File: config.mk
export PLATFORM = sky130hd
export DESIGN_NAME = seg7_scan_decoder
export DESIGN_NICKNAME = d
export VERILOG_FILES = /design/src/rtl/seg7_scan_decoder_pkg.sv /design/src/rtl/seg7_pattern_decode.sv /design/src/rtl/seg7_scan_decoder.sv
export SDC_FILE = /design/constraint.sdc
export NUM_CORES = 1
export LEC_CHECK = 0
export ABC_CLOCK_PERIOD_IN_PS = 6100
export BUFFER_PORTS_ARGS = -buffer_cell sky130_fd_sc_hd__buf_2
export CAP_MARGIN = 20
export CORE_UTILIZATION = 61
export DETAILED_ROUTE_END_ITERATION = 7
export PLACE_DENSITY = 0.83
export SYNTH_ARGS = -nofsm -noshare
export SYNTH_HDL_FRONTEND = slang
export SYNTH_SLANG_ARGS = --single-unit
File: constraint.sdc
create_clock -name clk -period 6.1 [get_ports clk]
set_clock_uncertainty 0.2 [all_clocks]
set_input_delay 0.61 -clock clk [delete_from_list [all_inputs] [get_ports clk]]
set_output_delay 0.61 -clock clk [all_outputs]
set_load 0.02 [all_outputs]
File: src/rtl/seg7_scan_decoder_pkg.sv
// Shared types and constants for the multiplexed 7-segment scan decoder.
// Patterns are active-low: bit0 = segment a through bit6 = segment g.
package seg7_scan_decoder_pkg;

   localparam int unsigned SEG_W  = 7;
   localparam int unsigned CODE_W = 4;
   localparam int unsigned CNT_W  = 8;
   localparam int unsigned ERR_W  = 8;

   typedef enum logic [1:0] {
      ST_IDLE    = 2'd0,
      ST_SETTLE  = 2'd1,
      ST_CAPTURE = 2'd2,
      ST_HOLD    = 2'd3
   } state_e;

   localparam logic [SEG_W-1:0] PAT_0     = 7'h40;
   localparam logic [SEG_W-1:0] PAT_1     = 7'h79;
   localparam logic [SEG_W-1:0] PAT_2     = 7'h24;
   localparam logic [SEG_W-1:0] PAT_3     = 7'h30;
   localparam logic [SEG_W-1:0] PAT_4     = 7'h19;
   localparam logic [SEG_W-1:0] PAT_5     = 7'h12;
   localparam logic [SEG_W-1:0] PAT_6     = 7'h02;
   localparam logic [SEG_W-1:0] PAT_7     = 7'h78;
   localparam logic [SEG_W-1:0] PAT_8     = 7'h00;
   localparam logic [SEG_W-1:0] PAT_9     = 7'h10;
   localparam logic [SEG_W-1:0] PAT_DASH  = 7'h3F;
   localparam logic [SEG_W-1:0] PAT_BLANK = 7'h7F;

   localparam logic [CODE_W-1:0] CODE_DASH  = 4'hA;
   localparam logic [CODE_W-1:0] CODE_BLANK = 4'hB;
   localparam logic [CODE_W-1:0] CODE_ERR   = 4'hF;

endpackage

File: src/rtl/seg7_pattern_decode.sv
// Combinational map from an active-low 7-segment pattern to a 4-bit code.
// Digits give 0..9, dash and blank give their own codes, anything else CODE_ERR.
module seg7_pattern_decode
   import seg7_scan_decoder_pkg::*;
(
   input  logic [SEG_W-1:0]  pattern,
   output logic [CODE_W-1:0] code_c
);

   always_comb begin
      code_c = CODE_ERR;
      case (pattern)
         PAT_0:     code_c = 4'h0;
         PAT_1:     code_c = 4'h1;
         PAT_2:     code_c = 4'h2;
         PAT_3:     code_c = 4'h3;
         PAT_4:     code_c = 4'h4;
         PAT_5:     code_c = 4'h5;
         PAT_6:     code_c = 4'h6;
         PAT_7:     code_c = 4'h7;
         PAT_8:     code_c = 4'h8;
         PAT_9:     code_c = 4'h9;
         PAT_DASH:  code_c = CODE_DASH;
         PAT_BLANK: code_c = CODE_BLANK;
         default:   code_c = CODE_ERR;
      endcase
   end

endmodule

File: src/rtl/seg7_scan_decoder.sv
// Recovers the digit codes of a scanned, multiplexed 7-segment display bus.
// Optional SEG7_ERRCNT_EN adds a saturating err_count output.
module seg7_scan_decoder
   import seg7_scan_decoder_pkg::*;
#(
   parameter int unsigned NUM_DIGITS    = 4,
   parameter int unsigned STABLE_CYCLES = 8
) (
   input  logic                         clk,
   input  logic                         reset,
   input  logic [SEG_W-1:0]             segment,
   input  logic [NUM_DIGITS-1:0]        digit_sel,
   output logic [CODE_W*NUM_DIGITS-1:0] bcd_word,
   output logic [NUM_DIGITS-1:0]        digit_valid,
   output logic                         frame_valid,
   output logic                         pattern_err
`ifdef SEG7_ERRCNT_EN
   ,
   output logic [ERR_W-1:0]             err_count
`endif
);

   localparam int unsigned WORD_W = CODE_W * NUM_DIGITS;
   localparam logic [CNT_W-1:0] CNT_LAST = CNT_W'(STABLE_CYCLES - 2);

   state_e state_q, state_d;

   logic [SEG_W-1:0]      seg_q, seg_d;
   logic [NUM_DIGITS-1:0] sel_q, sel_d;
   logic [SEG_W-1:0]      prev_seg_q, prev_seg_d;
   logic [NUM_DIGITS-1:0] prev_sel_q, prev_sel_d;
   logic [NUM_DIGITS-1:0] hold_sel_q, hold_sel_d;
   logic [CNT_W-1:0]      cnt_q, cnt_d;
   logic [WORD_W-1:0]     shadow_q, shadow_d;
   logic [WORD_W-1:0]     bcd_q, bcd_d;
   logic [NUM_DIGITS-1:0] dv_q, dv_d;
   logic                  fv_q, fv_d;
   logic                  perr_q, perr_d;

   logic [NUM_DIGITS-1:0] sel_inv_c;
   logic                  onehot_c;
   logic                  stable_c;
   logic                  sel_new_c;
   logic                  capture_c;
   logic                  frame_go_c;
   logic [CODE_W-1:0]     cap_code_c;

   // Input register stage plus a one-cycle-old copy for stability compare
   always_comb begin
      seg_d      = segment;
      sel_d      = digit_sel;
      prev_seg_d = seg_q;
      prev_sel_d = sel_q;
   end

   always_comb begin
      sel_inv_c = ~sel_q;
      onehot_c  = (sel_inv_c != '0) &&
                  ((sel_inv_c & (sel_inv_c - NUM_DIGITS'(1))) == '0);
      stable_c  = (sel_q == prev_sel_q) && (seg_q == prev_seg_q);
      sel_new_c = (sel_q != hold_sel_q);
   end

   // Captured value comes from the delayed copy: it is the pair that was
   // proven stable, immune to a pin change landing on the CAPTURE cycle.
   seg7_pattern_decode u_decode (
      .pattern (prev_seg_q),
      .code_c  (cap_code_c)
   );

   // FSM state register
   always_ff @(posedge clk) begin
      if (reset) state_q <= ST_IDLE;
      else       state_q <= state_d;
   end

   // FSM next-state logic
   always_comb begin
      state_d = state_q;
      case (state_q)
         ST_IDLE: begin
            if (onehot_c) state_d = ST_SETTLE;
         end
         ST_SETTLE: begin
            if (!onehot_c)                         state_d = ST_IDLE;
            else if (stable_c && cnt_q == CNT_LAST) state_d = ST_CAPTURE;
         end
         ST_CAPTURE: begin
            state_d = ST_HOLD;
         end
         ST_HOLD: begin
            if (!onehot_c)      state_d = ST_IDLE;
            else if (sel_new_c) state_d = ST_SETTLE;
         end
         default: state_d = ST_IDLE;
      endcase
   end

   // FSM outputs: stability counter and capture strobe
   always_comb begin
      cnt_d     = '0;
      capture_c = 1'b0;
      case (state_q)
         ST_SETTLE:  cnt_d = stable_c ? cnt_q + CNT_W'(1) : '0;
         ST_CAPTURE: capture_c = 1'b1;
         default:    cnt_d = '0;
      endcase
   end

   // Shadow slots, frame publish and error pulse
   always_comb begin
      frame_go_c = &dv_q;
      shadow_d   = shadow_q;
      hold_sel_d = hold_sel_q;
      bcd_d      = frame_go_c ? shadow_q : bcd_q;
      dv_d       = frame_go_c ? '0 : dv_q;
      fv_d       = frame_go_c;
      perr_d     = 1'b0;
      if (capture_c) begin
         for (int k = 0; k < int'(NUM_DIGITS); k++) begin
            if (!prev_sel_q[k]) shadow_d[CODE_W*k +: CODE_W] = cap_code_c;
         end
         dv_d       = dv_d | ~prev_sel_q;
         hold_sel_d = prev_sel_q;
         perr_d     = (cap_code_c == CODE_ERR);
      end
   end

   always_ff @(posedge clk) begin
      if (reset) begin
         seg_q      <= '1;
         sel_q      <= '1;
         prev_seg_q <= '1;
         prev_sel_q <= '1;
         hold_sel_q <= '1;
         cnt_q      <= '0;
         shadow_q   <= '0;
         bcd_q      <= {NUM_DIGITS{CODE_BLANK}};
         dv_q       <= '0;
         fv_q       <= 1'b0;
         perr_q     <= 1'b0;
      end else begin
         seg_q      <= seg_d;
         sel_q      <= sel_d;
         prev_seg_q <= prev_seg_d;
         prev_sel_q <= prev_sel_d;
         hold_sel_q <= hold_sel_d;
         cnt_q      <= cnt_d;
         shadow_q   <= shadow_d;
         bcd_q      <= bcd_d;
         dv_q       <= dv_d;
         fv_q       <= fv_d;
         perr_q     <= perr_d;
      end
   end

   assign bcd_word    = bcd_q;
   assign digit_valid = dv_q;
   assign frame_valid = fv_q;
   assign pattern_err = perr_q;

`ifdef SEG7_ERRCNT_EN
   logic [ERR_W-1:0] errcnt_q, errcnt_d;

   // Saturating count of undecodable captures, aligned with pattern_err
   always_comb begin
      errcnt_d = errcnt_q;
      if (perr_d && errcnt_q != '1) errcnt_d = errcnt_q + ERR_W'(1);
   end

   always_ff @(posedge clk) begin
      if (reset) errcnt_q <= '0;
      else       errcnt_q <= errcnt_d;
   end

   assign err_count = errcnt_q;
`endif

endmodule

==> impl_metrics.tcl <==
set metrics [dict create \
    nets 361 \
    p_clk_frac 0.462 \
    p_seq_frac 0.497 \
    firstDrtPassIters 4 \
    clkTransAtPathRegs_ns 0.07 \
    r2r-start "prev_seg_q[0]" \
    r2r_cells 5 \
    p_per_area_nw_per_um2 301 \
    grt_use_met1 0.296 \
    synth_warnings 0 \
    comb_power_share 0.040 \
    setup_viol_count_final 0 \
    maxCapViolCount 0 \
    switching_share 0.204 \
    async_flop_share 0 \
    hold_viol 0 \
    grtUsageMet3 0.0605 \
    die_h_um 71.5 \
    synth_area_um2 2950 \
    startpoint "prev_seg_q[0]" \
    die-area_um2 5110 \
    outcome "complete, no violations" \
    io_buffers 34 \
    p_int_mw 0.804 \
    track_usage 0.239 \
    clk_latency_ns 0.34 \
    synthFlopType "dfxtp_1" \
    cts_buffers 9 \
    cp_cell_sequence "or3b_2 > a2111oi_1 > nor3_1 > a2111oi_4 > a211oi_1" \
    end_kind "flip-flop" \
    drive_above_1_share 0.228 \
    tns_ns 0 \
    fin_util 0.745 \
    synth_edf_count 0 \
    placementRows 24 \
    p_leak_nw 1.32 \
    dp_hpwl_um 3660 \
    hold_buffers 0 \
    synthesis.nets 336 \
    place_ws_ns 3.65 \
    relSlewSlack 0.348 \
    power_mw 1.01 \
    core-area_um2 4500 \
    most-common-layout-cells "74 x dfxtp_1, 41 x nand2_1, 34 x nor2_1, 34 x buf_2, 22 x or2_2" \
    post-route-period-util 0.408 \
    cp_slowest_stage_delay_ns 0.48 \
    drt_wl_total_um 5540 \
    tritoncts "built" \
    antenna_cells 0 \
    final_common_cell "dfxtp_1" \
    grt_pass1_wl_um 9360 \
    die_w_um 71.5 \
    post-cts-setup-buffers 0 \
    tightest_slew_ns 0.978 \
    syn_area_per_cell_um2 9.18 \
    cpMaxStageDelayCell "a2111oi_1" \
    area_growth_syn_to_layout_pct 13.9 \
    timing.final.ws_setup_ns 3.61 \
    synth_fa_ha_area_frac 0.00850 \
    clock_path_buffers 2 \
    wl_per_cell_um 13.7 \
    io_pins 35 \
    endpoint "shadow_q[1]" \
    regToRegSetupSlack_ns 3.61 \
    grt_pass1_vias 2062 \
    required_ns 6.08 \
    cts_resized 0 \
    synth_cell_types 39 \
    worstReg2RegEnd "shadow_q[1]" \
    stdcell_count 403 \
    path_max_fanout 8 \
    clockRootBuffer "clkbuf_8" \
    yosys_register_bits 74 \
    initialDrtViolationCount 118 \
    synth_compound_area_frac 0.121 \
    min_period_ns 2.49 \
    synth.mux.area_fraction 0 \
    routabilityCongestion 0.950 \
    yosysSeqAreaShare 0.503 \
    rsz0062_at_grt "false" \
    fmax_mhz 402 \
    synthCells 321 \
    vias 2265 \
    detail-route-antenna-nets 0 \
    grt.overflow.total 0 \
    cts_sinks 74 \
    htreeDepth 3 \
    grt_max_degree 71 \
    start_util 0.654 \
    drcViolationCount 0 \
    top_usage_layer "met2" \
    switchingPower_mw 0.206 \
    startpoint_type "flip-flop" \
    vdd_drop_max_uv 233 \
    yosys.area_share.xor_xnor 0.0743 \
    use_met2 0.386 \
    arrival_ns 2.46 \
    placedCellCount 387 \
    hp-class "primary input to flip-flop" \
    slew_viol_final 0 \
    crit_type "flip-flop to flip-flop" \
    synth-simple-area-share 0.263 \
    fillers 329 \
    synth_top_family_by_area "simple AND/OR/NAND/NOR gates" \
    antenna_found_initial 0 \
    vias_per_cell 5.62 \
]
stage by stage:
step,cell area [µm²],hold WS [ns]
floorplan,2950,0.228
finish,3360,0.243
global route,3360,0.229
detailed placement,3100,0.243
global placement,3100,0.240
CTS,3360,0.230
layer usage:
layer  vias to the layer above  wire length [µm]
met5                         -                 0
met2                        73              2610
met1                      1032              2540
met3                        14               272
met4                         0               112
li1                       1146                 -
synth_stat cells (all sizes together) (5+ instances only):
| library cell | count | area, µm² |
|---|---|---|
| buf | 6 | 23.8 |
| a211oi | 9 | 67.6 |
| a21oi | 15 | 75.1 |
| or2 | 22 | 138 |
| xnor2 | 15 | 131 |
| xor2 | 10 | 87.6 |
| nand3b | 14 | 105 |
| nand3 | 9 | 45.0 |
| clkbuf | 14 | 52.6 |
| nor2 | 34 | 128 |
| nand2 | 41 | 154 |
| nor3 | 5 | 25.0 |
| o41ai | 5 | 43.8 |
| nand4 | 6 | 37.5 |
| dfxtp | 74 | 1480 |
| or3b | 5 | 43.8 |
cells by family (layout without fill, tap and decap cells):
logic type,count (synthesis),after routing
simple gates,150,150
flops,74,74
compound gates,47,47
xor+xnor,25,25
buf+inv,23,53
fa+ha+maj,2,2
registers in the layout (all words and copies together), names as in the netlist, 4 cells and up, named ones only:
register     count
digit_valid      4
cnt_q            8
prev_sel_d       4
prev_seg_q       7
prev_seg_d       7
shadow_q        16
bcd_word        16
hold_sel_q       4
prev_sel_q       4
cell type report:
| cell class | count | area, µm² | area share |
|---|---|---|---|
| flip-flops and latches | 74 | 1480 | 0.441 |
| clock buffers | 11 | 151 | 0.0451 |
| clock inverters | 5 | 100 | 0.0298 |
| well taps | 52 | 65.1 | 0.0194 |
| multi-input cells | 224 | 1380 | 0.410 |
| repair buffers | 34 | 170 | 0.0507 |
| inverters | 3 | 11.3 | 0.00336 |
power by group through the flow:
stage | clock network, mW | logic, mW | registers [mW]
6_report | 0.467 | 0.0408 | 0.502
5_1_grt | 0.497 | 0.0452 | 0.503
4_1_cts | 0.472 | 0.0410 | 0.502
3_5_place_dp | 0 | 0.0406 | 0.513
3_3_place_gp | 0 | 0.0398 | 0.512
2_1_floorplan | 0 | 0.0367 | 0.506
critical path: cells and delay by family (launching register included):
family	cells	cell delay, ns
compound gates	3	1.04
flops	1	0.45
simple gates	2	0.62
worst min path at each step:
stage                     cells past startpoint             to    startpoint  slack (ns)
final                                         2  prev_seg_d[0]    segment[0]        0.24
after global routing                          2  prev_seg_d[4]    segment[4]        0.23
after CTS                                     2  prev_seg_d[2]    segment[2]        0.23
after detailed placement                      2    bcd_word[6]   bcd_word[6]        0.24
after global placement                        2    bcd_word[2]   shadow_q[2]        0.24
after floorplan                               2   bcd_word[10]  shadow_q[10]        0.23
(Power assumes the default switching activity.)
